$ cat src/rtl/br_flow_mux_rr_lock_stable_if.sv
// Handshake bundle for the flow mux: NumFlows push channels in, one pop channel out.
// The mux sits on the slave modport; whatever feeds and drains it uses master.
interface br_flow_mux_rr_lock_stable_if #(
  parameter int NumFlows = 2,
  parameter int Width    = 1
);
  localparam int IdWidth = (NumFlows > 1) ? $clog2(NumFlows) : 1;

  logic [NumFlows-1:0]            push_ready;
  logic [NumFlows-1:0]            push_valid;
  logic [NumFlows-1:0][Width-1:0] push_data;
  logic [NumFlows-1:0]            push_last;
  logic                           pop_ready;
  logic                           pop_valid;
  logic [Width-1:0]               pop_data;
  logic                           pop_last;
  logic [IdWidth-1:0]             pop_flow_id;

  modport slave (
    output push_ready,
    input  push_valid, push_data, push_last,
    input  pop_ready,
    output pop_valid, pop_data, pop_last, pop_flow_id
  );

  modport master (
    input  push_ready,
    output push_valid, push_data, push_last,
    output pop_ready,
    input  pop_valid, pop_data, pop_last, pop_flow_id
  );
endinterface

$ cat src/rtl/br_flow_mux_rr_lock_stable.sv
// N-to-1 round-robin flow mux with optional packet lock feeding a registered output FIFO.
// Pop-side outputs come straight from flops; push_ready never depends on pop_ready.
module br_flow_mux_rr_lock_stable #(
  parameter int NumFlows                  = 2,
  parameter int Width                     = 1,
  parameter int Depth                     = 2,
  parameter bit EnablePacketLock          = 1'b0,
  parameter bit EnableAssertFinalNotValid = 1'b1
) (
  input logic                         clk,
  input logic                         rst,
  br_flow_mux_rr_lock_stable_if.slave mux_if
);
  localparam int IdWidth  = (NumFlows > 1) ? $clog2(NumFlows) : 1;
  localparam int PtrWidth = (Depth > 1) ? $clog2(Depth) : 1;
  localparam int CntWidth = $clog2(Depth + 1);

  logic [IdWidth-1:0]  rrPtr_q, rrPtr_d;
  logic                lockActive_q, lockActive_d;
  logic [IdWidth-1:0]  lockId_q, lockId_d;
  logic [PtrWidth-1:0] wrPtr_q, wrPtr_d;
  logic [PtrWidth-1:0] rdPtr_q, rdPtr_d;
  logic [CntWidth-1:0] count_q, count_d;
  logic [Width-1:0]    memData_q [Depth];
  logic [IdWidth-1:0]  memId_q   [Depth];
  logic [Depth-1:0]    memLast_q;

  logic [NumFlows-1:0] grant;
  logic [NumFlows-1:0] pushReady;
  logic [IdWidth-1:0]  grantId;
  logic [IdWidth-1:0]  scanId;
  logic                space;
  logic                pushFire;
  logic                popFire;
  int                  scanIdx;

  // Scan from the lowest priority upward so the highest-priority valid flow lands last.
  always_comb begin
    grant   = '0;
    grantId = '0;
    scanIdx = 0;
    scanId  = '0;
    if (lockActive_q) begin
      grantId         = lockId_q;
      grant[lockId_q] = mux_if.push_valid[lockId_q];
    end else begin
      for (int k = NumFlows - 1; k >= 0; k--) begin
        scanIdx = int'(rrPtr_q) + k;
        if (scanIdx >= NumFlows) scanIdx = scanIdx - NumFlows;
        scanId = IdWidth'(scanIdx);
        if (mux_if.push_valid[scanId]) begin
          grant         = '0;
          grant[scanId] = 1'b1;
          grantId       = scanId;
        end
      end
    end
  end

  assign space             = count_q < CntWidth'(Depth);
  assign pushReady         = (space && !rst) ? grant : '0;
  assign pushFire          = |pushReady;
  assign popFire           = (count_q != '0) && mux_if.pop_ready;
  assign mux_if.push_ready = pushReady;

  always_comb begin
    wrPtr_d      = wrPtr_q;
    rdPtr_d      = rdPtr_q;
    count_d      = count_q;
    rrPtr_d      = rrPtr_q;
    lockActive_d = lockActive_q;
    lockId_d     = lockId_q;
    if (pushFire) wrPtr_d = (wrPtr_q == PtrWidth'(Depth - 1)) ? '0 : wrPtr_q + 1'b1;
    if (popFire)  rdPtr_d = (rdPtr_q == PtrWidth'(Depth - 1)) ? '0 : rdPtr_q + 1'b1;
    if (pushFire && !popFire)      count_d = count_q + 1'b1;
    else if (!pushFire && popFire) count_d = count_q - 1'b1;
    // A beat without last opens (or keeps) the lock; a last beat releases it and rotates priority.
    if (pushFire) begin
      if (EnablePacketLock && !mux_if.push_last[grantId]) begin
        lockActive_d = 1'b1;
        lockId_d     = grantId;
      end else begin
        lockActive_d = 1'b0;
        rrPtr_d      = (grantId == IdWidth'(NumFlows - 1)) ? '0 : grantId + 1'b1;
      end
    end
  end

  always_ff @(posedge clk or posedge rst) begin
    if (rst) begin
      rrPtr_q      <= '0;
      lockActive_q <= 1'b0;
      lockId_q     <= '0;
      wrPtr_q      <= '0;
      rdPtr_q      <= '0;
      count_q      <= '0;
      memLast_q    <= '0;
      for (int i = 0; i < Depth; i++) begin
        memData_q[i] <= '0;
        memId_q[i]   <= '0;
      end
    end else begin
      rrPtr_q      <= rrPtr_d;
      lockActive_q <= lockActive_d;
      lockId_q     <= lockId_d;
      wrPtr_q      <= wrPtr_d;
      rdPtr_q      <= rdPtr_d;
      count_q      <= count_d;
      if (pushFire) begin
        memData_q[wrPtr_q] <= mux_if.push_data[grantId];
        memLast_q[wrPtr_q] <= mux_if.push_last[grantId];
        memId_q[wrPtr_q]   <= grantId;
      end
    end
  end

  assign mux_if.pop_valid   = count_q != '0;
  assign mux_if.pop_data    = memData_q[rdPtr_q];
  assign mux_if.pop_last    = memLast_q[rdPtr_q];
  assign mux_if.pop_flow_id = memId_q[rdPtr_q];

  for (genvar g = 0; g < NumFlows; g++) begin : gPushStable
    assert property (@(posedge clk) disable iff (rst)
      mux_if.push_valid[g] && !pushReady[g] |=>
        mux_if.push_valid[g] && $stable(mux_if.push_data[g]) && $stable(mux_if.push_last[g]));
  end

  assert property (@(posedge clk) disable iff (rst)
    mux_if.pop_valid && !mux_if.pop_ready |=>
      mux_if.pop_valid && $stable(mux_if.pop_data) && $stable(mux_if.pop_last) &&
      $stable(mux_if.pop_flow_id));
  assert property (@(posedge clk) disable iff (rst) $onehot0(pushReady));
  assert property (@(posedge clk) disable iff (rst) count_q <= CntWidth'(Depth));

  cover property (@(posedge clk) disable iff (rst) lockActive_q && !mux_if.push_valid[lockId_q]);
  cover property (@(posedge clk) disable iff (rst) (count_q == CntWidth'(Depth)) && !mux_if.pop_ready);
  cover property (@(posedge clk) disable iff (rst)
    (rrPtr_q == IdWidth'(NumFlows - 1)) ##1 (rrPtr_q == '0));

  final begin
    if (EnableAssertFinalNotValid) begin
      assert (mux_if.push_valid == '0);
      assert (!mux_if.pop_valid);
    end
  end
endmodule
$ cat src/flat_wrapper.sv
// flat-port wrapper written by rule: the top's interface ports become plain ports
module br_flow_mux_rr_lock_stable_flat 
#(
  parameter int NumFlows                  = 2,
  parameter int Width                     = 1,
  parameter int Depth                     = 2,
  parameter bit EnablePacketLock          = 1'b0,
  parameter bit EnableAssertFinalNotValid = 1'b1
)
  (clk, rst, mux_if_push_ready, mux_if_push_valid, mux_if_push_data, mux_if_push_last, mux_if_pop_ready, mux_if_pop_valid, mux_if_pop_data, mux_if_pop_last, mux_if_pop_flow_id);
  br_flow_mux_rr_lock_stable_if #(.NumFlows(NumFlows), .Width(Width)) mux_if_i ();
  input logic clk;
  input logic rst;
  output wire logic [$bits(mux_if_i.push_ready)-1:0] mux_if_push_ready;
  input wire logic [$bits(mux_if_i.push_valid)-1:0] mux_if_push_valid;
  input wire logic [$bits(mux_if_i.push_data)-1:0] mux_if_push_data;
  input wire logic [$bits(mux_if_i.push_last)-1:0] mux_if_push_last;
  input wire logic [$bits(mux_if_i.pop_ready)-1:0] mux_if_pop_ready;
  output wire logic [$bits(mux_if_i.pop_valid)-1:0] mux_if_pop_valid;
  output wire logic [$bits(mux_if_i.pop_data)-1:0] mux_if_pop_data;
  output wire logic [$bits(mux_if_i.pop_last)-1:0] mux_if_pop_last;
  output wire logic [$bits(mux_if_i.pop_flow_id)-1:0] mux_if_pop_flow_id;
  assign mux_if_push_ready = mux_if_i.push_ready;
  assign mux_if_i.push_valid = mux_if_push_valid;
  assign mux_if_i.push_data = mux_if_push_data;
  assign mux_if_i.push_last = mux_if_push_last;
  assign mux_if_i.pop_ready = mux_if_pop_ready;
  assign mux_if_pop_valid = mux_if_i.pop_valid;
  assign mux_if_pop_data = mux_if_i.pop_data;
  assign mux_if_pop_last = mux_if_i.pop_last;
  assign mux_if_pop_flow_id = mux_if_i.pop_flow_id;
  br_flow_mux_rr_lock_stable #(.NumFlows(NumFlows), .Width(Width), .Depth(Depth), .EnablePacketLock(EnablePacketLock), .EnableAssertFinalNotValid(EnableAssertFinalNotValid)) u_core (.clk(clk), .rst(rst), .mux_if(mux_if_i));
endmodule
$ cat config.mk
export PLATFORM = sky130hd
export DESIGN_NAME = br_flow_mux_rr_lock_stable_flat
export DESIGN_NICKNAME = d
export VERILOG_FILES = /design/src/rtl/br_flow_mux_rr_lock_stable_if.sv /design/src/rtl/br_flow_mux_rr_lock_stable.sv /design/src/flat_wrapper.sv
export SDC_FILE = /design/constraint.sdc
export NUM_CORES = 1
export LEC_CHECK = 0
export CAP_MARGIN = 25
export CORE_UTILIZATION = 35
export DETAILED_ROUTE_END_ITERATION = 16
export PLACE_DENSITY = 0.68
export SLEW_MARGIN = 15
export SYNTH_ARGS = -nofsm -noshare
export SYNTH_HDL_FRONTEND = slang
export SYNTH_SLANG_ARGS = --single-unit
$ cat constraint.sdc
create_clock -name clk -period 1.55 [get_ports clk]
set_clock_uncertainty 0.05 [all_clocks]
set_input_delay 0.2325 -clock clk [delete_from_list [all_inputs] [get_ports clk]]
set_output_delay 0.2325 -clock clk [all_outputs]
set_load 0.05 [all_outputs]
Yosys cells after proc, flatten, opt, wreduce, memory -nomap -nowiden. Cells that the tools add are included. Widths: inputs -> output; s select.

Register bits: 11. Latch bits: 0. Memory bits (writable): 0. Bits in read-only memories: 0. Output and inout bits: 6. Memories: 0.

$add $sub $neg: 8. Multiply operators: 0. Divide/modulo/power cells: 0. $lt $le $gt $ge: 14. Eq/ne operators: 0. Shift-type cells: 0. Muxes and demuxes: 39. Bitwise gates (word level): 2. Reduce and logical (&&, ||, !) cells: 14.

Operators by type and width (number): $mux 1 (27); $lt 1x2->1 const B (5); $mux 2 (5); $logic_and 1x1->1 (8); $bwmux 2 (3); $ge 2x2->1 const B (3); $demux 1 s1 (4); $not 1->2 (2); $reduce_bool 2->1 (2); $add 1x1->1 const B (3); $ge 1x1->1 const B (3); $logic_not 1->1 (3); $add 1x1->2 const B (1); $add 2x1->2 const B (1); $ge 1x2->1 const B (1); $lt 2x1->1 const B (1); $lt 2x2->1 const B (1); $reduce_or 2->1 (1); $sub 1x1->1 const B (2); $sub 2x1->2 const B (1).

Depth between registers and ports, before layout.
Depth in word-level cells: 15. Mapped depth: 7. Gate-level depth less buffers: 6.

Worst setup path after synthesis. Ideal clock, no wire load.

Path kind: reg2out. From: register u_core.rdPtr_q. To: output port mux_if_pop_flow_id. Arrival: 1.527 ns. Slack: -0.260 ns. Cell stages (with the launch flop): 2. Path buffers: 0. Cells stage by stage: dfrtp_1 -> o21ai_0.

Longest elaborated chain between the ends: 4.

Ends and longest elaborated chain: start, declared (RTL line br_flow_mux_rr_lock_stable.sv:22) `logic [PtrWidth-1:0] rdPtr_q, rdPtr_d;`; start signal, assigned (RTL line br_flow_mux_rr_lock_stable.sv:107) `rdPtr_q <= rdPtr_d;`; $not 1->2 (implied by the code) (RTL line br_flow_mux_rr_lock_stable.sv:120) `assign mux_if.pop_flow_id = memId_q[rdPtr_q];`; $mux 1 (implied by the code) (3 in series) (RTL line br_flow_mux_rr_lock_stable.sv:120); end, declared (RTL line flat_wrapper.sv:22) `output wire logic [$bits(mux_if_i.pop_flow_id)-1:0] mux_if_pop_flow_id;`.

Every way passes these cells. The select of a mux whose other input is x is not followed.

Worst setup path after layout.
From: register u_core.count_q[1]. To: output port mux_if_push_ready[0].

Longest elaborated chain between the ends: 3.

Ends and longest elaborated chain: start, declared (RTL line br_flow_mux_rr_lock_stable.sv:23) `logic [CntWidth-1:0] count_q, count_d;`; start signal, assigned (RTL line br_flow_mux_rr_lock_stable.sv:108) `count_q <= count_d;`; $lt 2x2->1 (RTL line br_flow_mux_rr_lock_stable.sv:60) `assign space = count_q < CntWidth'(Depth);`; $logic_and 1x1->1 (RTL line br_flow_mux_rr_lock_stable.sv:61) `assign pushReady = (space && !rst) ? grant : '0;`; $mux 2 (RTL line br_flow_mux_rr_lock_stable.sv:61); end, declared (RTL line flat_wrapper.sv:14) `output wire logic [$bits(mux_if_i.push_ready)-1:0] mux_if_push_ready;`.

Every way passes these cells.

==> results_dict.tcl <==
set metrics [dict create \
    fmax_mhz 650 \
    grt.total_usage 0.188 \
    period_needed_ps 1540 \
    startpoint_type "flip-flop" \
    fin_crit_sh 0.993 \
    avgViaCountPerCell 5.20 \
    grt-ovfl-total 0 \
    dp_slack_ps -308 \
    clkSinkCount 11 \
    drt-initial-drc-count 13 \
    grt_pass1_vias 551 \
    hp-class "in2async" \
    status "completed" \
    dieArea_um2 1830 \
    grt_max_degree 12 \
    cp-startpoint "u_core.count_q[1]" \
    drv_slew 0 \
    post-dp-hpwl_um 954 \
    die_x_um 42.7 \
    syn-instance-count 57 \
    worstSetupPathType "reg2out" \
    route.detailed.drc 0 \
    hold_buffers 0 \
    slew_headroom 0.733 \
    setup_viol 0 \
    clk-insertion-delay-late_ps 250 \
    critPathArrivalTime_ps 1260 \
    wl_mm 1.35 \
    ys_ff_latch 11 \
    dp.cells 92 \
    antenna_found_initial 0 \
    ys_seq_area_frac 0.474 \
    rsz0062_at_grt "true" \
    yosys.cell_types.count 21 \
    fp.dieH_um 42.7 \
    start_util 0.381 \
    cp_max_fo 4 \
    synthesis.area_um2 581 \
    syn_avg_cell_area_um2 10.2 \
    numCtsBuffers 3 \
    clkPwrFrac 0.097 \
    ys_warn_count 0 \
    gp_congestion 0.687 \
    reg2reg_slack_ps 30 \
    p_int_mw 1.11 \
    core_area_um2 1520 \
    ff2ff_path_depth 7 \
    p_per_area_nw_per_um2 2070 \
    endpoint_kind "primary output" \
    fin_tns_setup_ps 0 \
    tightest_slew_ps 400 \
    instances_no_fill 104 \
    rr_endpoint "u_core.count_q[1]" \
    cts_max_path_buffers 2 \
    wl_per_cell_um 13.0 \
    rows 14 \
    vias 541 \
    ios 15 \
    drive_above_1_share 0.420 \
    setup_slack_ps 11.5 \
    drtAntennaViolNets 0 \
    syn-num-nets 67 \
    finalHoldViolations 0 \
    grt_pass1_wl_mm 2.47 \
    worst_hold_slack_ps 62.7 \
    cts-root-buf "clkbuf_4" \
    leakagePower_nw 0.420 \
    pwr-share-comb 0.611 \
    power.total_mw 1.94 \
    crit_required_ps 1270 \
    endpoint "mux_if_push_ready[0]" \
    rr_startpoint "u_core.count_q[1]" \
    path_clk_slew_ps 70 \
    seqPwrFrac 0.292 \
    swShare 0.431 \
    cap_violations 0 \
    htreeDepth 1 \
    p_sw_mw 0.836 \
    io_buffers 14 \
    peakVddDrop_uv 905 \
    tritoncts "built" \
    antenna_cells 0 \
    first_pass_iters 4 \
    final_nets 99 \
    syn2layout_area_growth_pct 61.2 \
]
-- power groups by stage --
stage | Combinational (mW) | Clock (mW) | Sequential (mW)
3_5_place_dp | 1.02 | 0 | 0.572
5_1_grt | 1.26 | 0.206 | 0.598
2_1_floorplan | 0.697 | 0 | 0.534
6_report | 1.19 | 0.187 | 0.568
3_3_place_gp | 1.00 | 0 | 0.563
4_1_cts | 1.15 | 0.192 | 0.568
-- synthesized netlist by cell type (all sizes together) --
| cell | instances | area (um2) |
|---|---|---|
| ha | 1 | 12.5 |
| dfrtp | 11 | 275 |
| nand2b | 1 | 6.26 |
| and2 | 1 | 8.76 |
| nor2b | 1 | 6.26 |
| inv | 5 | 18.8 |
| o21ai | 3 | 15.0 |
| a31oi | 9 | 56.3 |
| or2 | 2 | 12.5 |
| mux2 | 2 | 22.5 |
| and3 | 3 | 30.0 |
| nor2 | 2 | 7.51 |
| xor2 | 2 | 17.5 |
| buf | 2 | 16.3 |
| nand2 | 3 | 11.3 |
| a21oi | 2 | 10.0 |
| xnor2 | 3 | 26.3 |
| nand3 | 2 | 10.0 |
| o2bb2ai | 2 | 17.5 |
-- worst max-delay path, cell delays in order, from the launching register on --
cell	delay (ps)
dfrtp_1	390
nor2_2	140
buf_6	140
nand2_4	50
a21oi_4	140
buf_12	150
-- cells by family (layout without fill, tap and decap cells) --
kind of cell	Yosys count	count (layout)	share of synthesized area
and+or+nand+nor	15	15	0.160
xor gates and xnor gates	5	5	0.0754
muxes	2	2	0.0388
buffers and inverters	7	38	0.0603
AOI/OAI and AO/OA	16	16	0.170
DFF	11	11	0.474
adders and majority gates	1	1	0.0215
-- worst min path at each step --
stage,start,end,cells past startpoint
3_5_place_dp,u_core.memId_q[1],u_core.memId_q[1],2
4_1_cts,rst,u_core.count_q[1],2
6_report,rst,u_core.count_q[1],2
5_1_grt,rst,u_core.memData_q[1],2
3_3_place_gp,u_core.count_q[1],u_core.count_q[1],1
2_1_floorplan,rst,u_core.count_q[0],1
-- cell usage in the layout (no fill, tap or decap), types with 2 or more instances in the layout --
master            n
a31oi_1           9
and3_4            3
buf_12            3
buf_4            17
clkbuf_4          3
clkdlybuf4s50_1   6
dfrtp_1          10
dlygate4sd2_1     2
inv_1             5
mux2_2            2
nand2_4           2
nand3_1           2
o21ai_0           2
o2bb2ai_1         2
xnor2_1           3
xor2_1            2
-- state kept, by name (all words and copies together), names as in the netlist --
register	flops
u_core.count_q	2
u_core.memData_q	2
u_core.memId_q	2
u_core.memLast_q	2
u_core.rdPtr_q	1
u_core.rrPtr_q	1
u_core.wrPtr_q	1
-- through the flow --
step / area, um2 / util
after global placement: 806 / 0.529
final: 936 / 0.614
after detailed placement: 806 / 0.529
after global routing: 936 / 0.614
after floorplan: 587 / -
after CTS: 916 / 0.601
-- metal layers --
| metal | GRT usage | vias up | part of all wire |
|---|---|---|---|
| li1 | - | 265 | - |
| met3 | 0.0255 | 2 | 0.041 |
| met4 | 0.0875 | 0 | 0.013 |
| met1 | 0.220 | 255 | 0.39 |
| met2 | 0.333 | 19 | 0.55 |
| met5 | 0 | - | 0 |
-- timing repair --
| action | in CTS | in global routing |
|---|---|---|
| pin swaps | 2 | 1 |
| gates resized for setup | 12 | 1 |
| buffers inserted | 6 | 2 |
| endpoints found under the setup margin | 4 | 3 |
-- cell type report --
type	instances	area [um2]
Inverter	5	18.8
Timing Repair Buffer	29	277
Multi-Input combinational cell	39	318
Tap cell	16	20.0
Sequential cell	11	277
Clock buffer	4	26.3
Fill cell	125	588
Power figures use the tool's default switching activity.
